## src/rtl/div_unit.sv

```systemverilog
// div_unit: multi-cycle restoring divider (DIV/DIVU) with annul and EX-stage stall request.
// Optional macro DIV_ZERO_FAST_EN: a zero divisor skips the iterations via the DIVZERO state.
module div_unit #(
    parameter int DATA_W = 32
) (
    input  logic                  clk,
    input  logic                  rst,
    input  logic                  start_i,
    input  logic                  annul_i,
    input  logic                  signed_div_i,
    input  logic [DATA_W-1:0]     opdata1_i,
    input  logic [DATA_W-1:0]     opdata2_i,
    output logic [2*DATA_W-1:0]   result_o,
    output logic                  ready_o,
    output logic                  stallreq_o
);
    localparam int CNT_W = $clog2(DATA_W + 1);

    typedef enum logic [1:0] {
        S_IDLE    = 2'd0,
        S_ON      = 2'd1,
`ifdef DIV_ZERO_FAST_EN
        S_DIVZERO = 2'd3,
`endif
        S_END     = 2'd2
    } state_t;

    state_t state, state_nx;
    logic [DATA_W-1:0] rem_q, dvd_q, dsr_q;
    logic neg_quo, neg_rem;
    logic [CNT_W-1:0] cnt;
    logic start_ok, last, qbit;
    logic [DATA_W:0] shifted, trial;
    logic [DATA_W-1:0] rem_nx, quo_nx, quo_fin, rem_fin, a_mag, b_mag;

    assign start_ok = start_i & ~annul_i;
    assign last     = cnt == CNT_W'(DATA_W - 1);
    assign a_mag    = (signed_div_i & opdata1_i[DATA_W-1]) ? -opdata1_i : opdata1_i;
    assign b_mag    = (signed_div_i & opdata2_i[DATA_W-1]) ? -opdata2_i : opdata2_i;
    // One restoring step: bring in the next dividend bit, keep the subtraction if it did not borrow.
    // The dividend register shifts left and collects quotient bits in its LSB.
    assign shifted  = {rem_q, dvd_q[DATA_W-1]};
    assign trial    = shifted - {1'b0, dsr_q};
    assign qbit     = ~trial[DATA_W];
    assign rem_nx   = qbit ? trial[DATA_W-1:0] : shifted[DATA_W-1:0];
    assign quo_nx   = (dvd_q << 1) | DATA_W'(qbit);
    assign quo_fin  = neg_quo ? -quo_nx : quo_nx;
    assign rem_fin  = neg_rem ? -rem_nx : rem_nx;

    // State register
    always_ff @(posedge clk) begin
        if (rst) state <= S_IDLE;
        else     state <= state_nx;
    end

    // Next-state logic; annul only matters while a divide is in flight
    always_comb begin
        state_nx = state;
        case (state)
`ifdef DIV_ZERO_FAST_EN
            S_IDLE:    state_nx = start_ok ? ((opdata2_i == '0) ? S_DIVZERO : S_ON) : S_IDLE;
            S_DIVZERO: state_nx = annul_i ? S_IDLE : S_END;
`else
            S_IDLE:    state_nx = start_ok ? S_ON : S_IDLE;
`endif
            S_ON:      state_nx = annul_i ? S_IDLE : (last ? S_END : S_ON);
            S_END:     state_nx = start_i ? S_END : S_IDLE;
            default:   state_nx = S_IDLE;
        endcase
    end

    // Outputs decoded from state; stall until the result is presented
    always_comb begin
        ready_o    = state == S_END;
        stallreq_o = start_i & ~ready_o;
    end

    // Operand capture and the per-cycle shift-subtract datapath
    always_ff @(posedge clk) begin
        if (rst) begin
            rem_q   <= '0;
            dvd_q   <= '0;
            dsr_q   <= '0;
            neg_quo <= 1'b0;
            neg_rem <= 1'b0;
            cnt     <= '0;
        end else if (state == S_IDLE && start_ok) begin
            rem_q   <= '0;
            dvd_q   <= a_mag;
            dsr_q   <= b_mag;
            neg_quo <= signed_div_i & (opdata1_i[DATA_W-1] ^ opdata2_i[DATA_W-1]);
            neg_rem <= signed_div_i & opdata1_i[DATA_W-1];
            cnt     <= '0;
        end else if (state == S_ON && !annul_i) begin
            rem_q   <= rem_nx;
            dvd_q   <= quo_nx;
            cnt     <= cnt + 1'b1;
        end
    end

    // Result register: written on the final step, held in END, cleared whenever heading to IDLE
    always_ff @(posedge clk) begin
        if (rst || state_nx == S_IDLE) result_o <= '0;
        else if (state == S_ON && last) result_o <= {rem_fin, quo_fin};
    end
endmodule

```

## config.mk

```make
export PLATFORM = sky130hd
export DESIGN_NAME = div_unit
export DESIGN_NICKNAME = d
export VERILOG_FILES = /design/src/rtl/div_unit.sv
export SDC_FILE = /design/constraint.sdc
export NUM_CORES = 1
export LEC_CHECK = 0
export ABC_AREA = 0
export CORE_AREA = 5 5 161 163
export DETAILED_ROUTE_END_ITERATION = 6
export DIE_AREA = 0 0 166 168
export PLACE_DENSITY = 0.68
export SYNTH_ARGS = -nofsm -noshare
export SYNTH_HDL_FRONTEND = slang
export SYNTH_SLANG_ARGS = --single-unit
```

## constraint.sdc

```tcl
create_clock -name clk -period 11.4 [get_ports clk]
set_input_delay 1.71 -clock clk [delete_from_list [all_inputs] [get_ports clk]]
set_output_delay 1.71 -clock clk [all_outputs]
set_load 0.03 [all_outputs]
```

==> results.txt <==
Cell count after synthesis: 1,600
Number of hold-slack violations in the final timing report: 0
Largest fanout of any net on the critical path: 53
Setup crit end kind: flop
Required time of the critical path: 11,760 ps
Count of different cell masters after synthesis: 95
Largest net degree at the start of global routing: 78
Final setup fails: 0
Number of buffers on the longest clock path: 2
Row Count: 57
Top cells by area, synth: sky130_fd_sc_hd__dfxtp_1, sky130_fd_sc_hd__nor2_1, sky130_fd_sc_hd__nand2_1, sky130_fd_sc_hd__xor2_1, sky130_fd_sc_hd__a211oi_1
Peak VDD IR: 87.0 uV
Kind of critical path: reg -> reg
Clock slew at reported path FFs: 80 ps
First drt pass iteration count: 7
Overall die area: 0.0279 mm^2
Post-synthesis net count: 1,707
Die W: 166 um
TNS Setup: 0 ps
H-tree level count: 4
Final hold slack: 454 ps
Cell accounting for the most synthesized area: sky130_fd_sc_hd__dfxtp_1
Area of the mapped netlist: 0.0120 mm^2
PortBufs: 134
Yosys warning total: 0
Sinks on the clock net: 170
Detailed-route vias per instance: 6.13
# placed instances: 1,973
HPWL Detailed: 30.0 mm
Share of the clock period used by the worst path: 51.9%
Antenna violations before repair: 0
Number of top-level pins: 135
Worst path setup slack after routing: 5480 ps
Post-synthesis area per instance: 7.50 um^2
# hold bufs at CTS: 0
Total Nets Final: 1,775
Max_slew headroom: 30.9%
CTS tree: done
Postcts setup bufs: 0
TritonCTS buffer count: 17
Placement-stage cell area: 0.0134 mm^2
Post_cts resized: 0
Initial detailed-routing violation count: 1,224
Residual DRC count: 0
Final Max Tran Viols: 0
Global-route wire length before repair: 62.2 mm
Area growth syn-to-layout: 16.8%
Share of flip-flops with an asynchronous set or reset: 0%
Final non-filler cell total: 2,005
Root buffer cell: sky130_fd_sc_hd__clkbuf_16
Synth Register Bits: 170
Final worst clock skew: 16.2 ps
Power per unit of standard cell area: 130 mW/mm^2
Primary flip-flop cell chosen by synthesis mapping: sky130_fd_sc_hd__dfxtp_1
Period minus WS final: 5920 ps
End-of-flow core utilization: 58.0%
Total number of vias: 12,298
Area of the core: 0.0242 mm^2
Peak clock frequency supported by timing: 169 MHz
Final wirelength: 39.6 mm
Outcome: completed
Max_cap viols: 0
Leakage power of the design: 5.00 nW
Post-synthesis sequential area ratio: 28.4%
Number of enable flip-flop cells after synthesis: 0
Stage delay of the slowest cell on the critical path: 760 ps
Most common cell in the netlist: sky130_fd_sc_hd__nor2_1
Worst skew pair latency: 430 ps
Total overflow reported by the global router: 0
Share of layout cells above drive strength 1: 5.41%
Post-route cell area: 0.0140 mm^2
Unrepaired setup endpoints after global routing: no
Max stage delay cell, worst path: sky130_fd_sc_hd__inv_2
Post-Place Worst Slack: 5660 ps
Kind of path behind the tightest hold check: reg -> reg
Top cell type's share of synthesized area: 28.4%
Starting density of the core: 49.6%
Antenna Diode Count: 0
Global-route usage over all layers: 27.4%
Worst Max-Slew Pin Slew: 1030 ps
Die extent in y: 168 um
Critical path startpoint category: flop
Routed Antenna Nets: 0
Vias in the first global route: 11,094
Final routed wire length divided by cell count: 19.8 um
Commonest cells post-synth: sky130_fd_sc_hd__nor2_1, sky130_fd_sc_hd__nand2_1, sky130_fd_sc_hd__dfxtp_1
Cell Chain, Critical Path: inv_1 -> ha_1 -> fa_1 -> nand2b_1 -> a211o_1 -> a21o_1 -> a211oi_4 -> o21a_1 -> nor2_4 -> inv_2 -> ha_1 -> nand3_1 -> o31ai_1 -> nand2_1 -> a21oi_1 -> and3_1 -> xnor2_1 -> nand2_1 -> a21oi_1
Tot Pwr: 1.82 mW
Crit path arrival time: 6270 ps
Weighted congestion at the end of routability-driven global placement: 0.932
-- final cells by class --
type	count	area, um^2
clock buffers	18	429
clock inverters	14	184
fillers	2296	10200
inverters	51	191
multi-input cells	1284	8000
flip-flops and latches	170	3400
well taps	324	405
repair buffers	144	1410
-- final timing paths --
path         cells past startpoint  slack (ps)           end    startpoint
max                             19        5480  result_o[30]     dvd_q[31]
min                              2         450  result_o[49]  result_o[49]
max reg2reg                     19        5480  result_o[30]     dvd_q[31]
min reg2reg                      2         450  result_o[49]  result_o[49]
-- placed cells by master (no fill, tap or decap), types with 10 or more instances in the layout --
cell type | Yosys | layout
sky130_fd_sc_hd__a211oi_1 | 84 | 84
sky130_fd_sc_hd__a21o_1 | 17 | 17
sky130_fd_sc_hd__a21oi_1 | 121 | 121
sky130_fd_sc_hd__a311oi_1 | 38 | 38
sky130_fd_sc_hd__and2_1 | 12 | 11
sky130_fd_sc_hd__and3_1 | 17 | 17
sky130_fd_sc_hd__buf_4 | 1 | 10
sky130_fd_sc_hd__clkbuf_16 | 0 | 17
sky130_fd_sc_hd__clkdlybuf4s50_1 | 0 | 133
sky130_fd_sc_hd__dfxtp_1 | 170 | 170
sky130_fd_sc_hd__ha_1 | 37 | 37
sky130_fd_sc_hd__inv_1 | 50 | 50
sky130_fd_sc_hd__mux2i_1 | 20 | 20
sky130_fd_sc_hd__nand2_1 | 194 | 193
sky130_fd_sc_hd__nand3_1 | 34 | 34
sky130_fd_sc_hd__nand4_1 | 13 | 13
sky130_fd_sc_hd__nor2_1 | 214 | 213
sky130_fd_sc_hd__nor3_1 | 33 | 33
sky130_fd_sc_hd__nor4_1 | 25 | 25
sky130_fd_sc_hd__o21ai_0 | 86 | 86
sky130_fd_sc_hd__o31ai_1 | 22 | 22
sky130_fd_sc_hd__o41ai_1 | 11 | 11
sky130_fd_sc_hd__or3_1 | 19 | 19
sky130_fd_sc_hd__or4_1 | 16 | 16
sky130_fd_sc_hd__xnor2_1 | 42 | 42
sky130_fd_sc_hd__xor2_1 | 76 | 76
-- routing by layer --
layer | routed length [um] | vias to the layer above | track usage, %
met2 | 17500 | 485 | 42.7
met1 | 18400 | 5770 | 39.6
met3 | 2640 | 68 | 3.49
met4 | 1010 | 0 | 8.36
li1 | - | 5975 | -
met5 | 0 | - | 0
-- flip-flops by register name, summed over array words and instances (netlist names) --
register and count:
neg_quo 1, result_o 64, rem_q 32, neg_rem 1, state 2, dvd_q 32, dsr_q 32, cnt 6
-- cells by family (layout without fill, tap and decap cells) --
logic type                 after synthesis  in the layout  share of synthesized area, %
AOI/OAI and AO/OA                      474            474                          27.1
xor gates and xnor gates               118            118                          8.61
adders and majority gates               38             38                          4.02
buffers and inverters                  146            227                          5.23
DFF                                    170            170                          28.4
muxes                                   22             22                          1.86
and+or+nand+nor                        632            632                          24.8
-- worst max-delay path: cells and delay by family (launching register included) --
kind	cells	cell delay, ps
AO/OA/AOI/OAI	7	2420
AND/OR/NAND/NOR	6	1100
adder cells (fa/ha/maj)	3	980
buffers and inverters	2	830
flip-flops	1	370
XOR/XNOR	1	120
-- power breakdown --
part           switching (mW)  internal [mW]  leakage [nW]
clock                   0.270          0.351         0.298
combinational           0.362          0.202          3.32
sequential             0.0253          0.613          1.38
No activity file was read; power rests on OpenSTA's default activity.
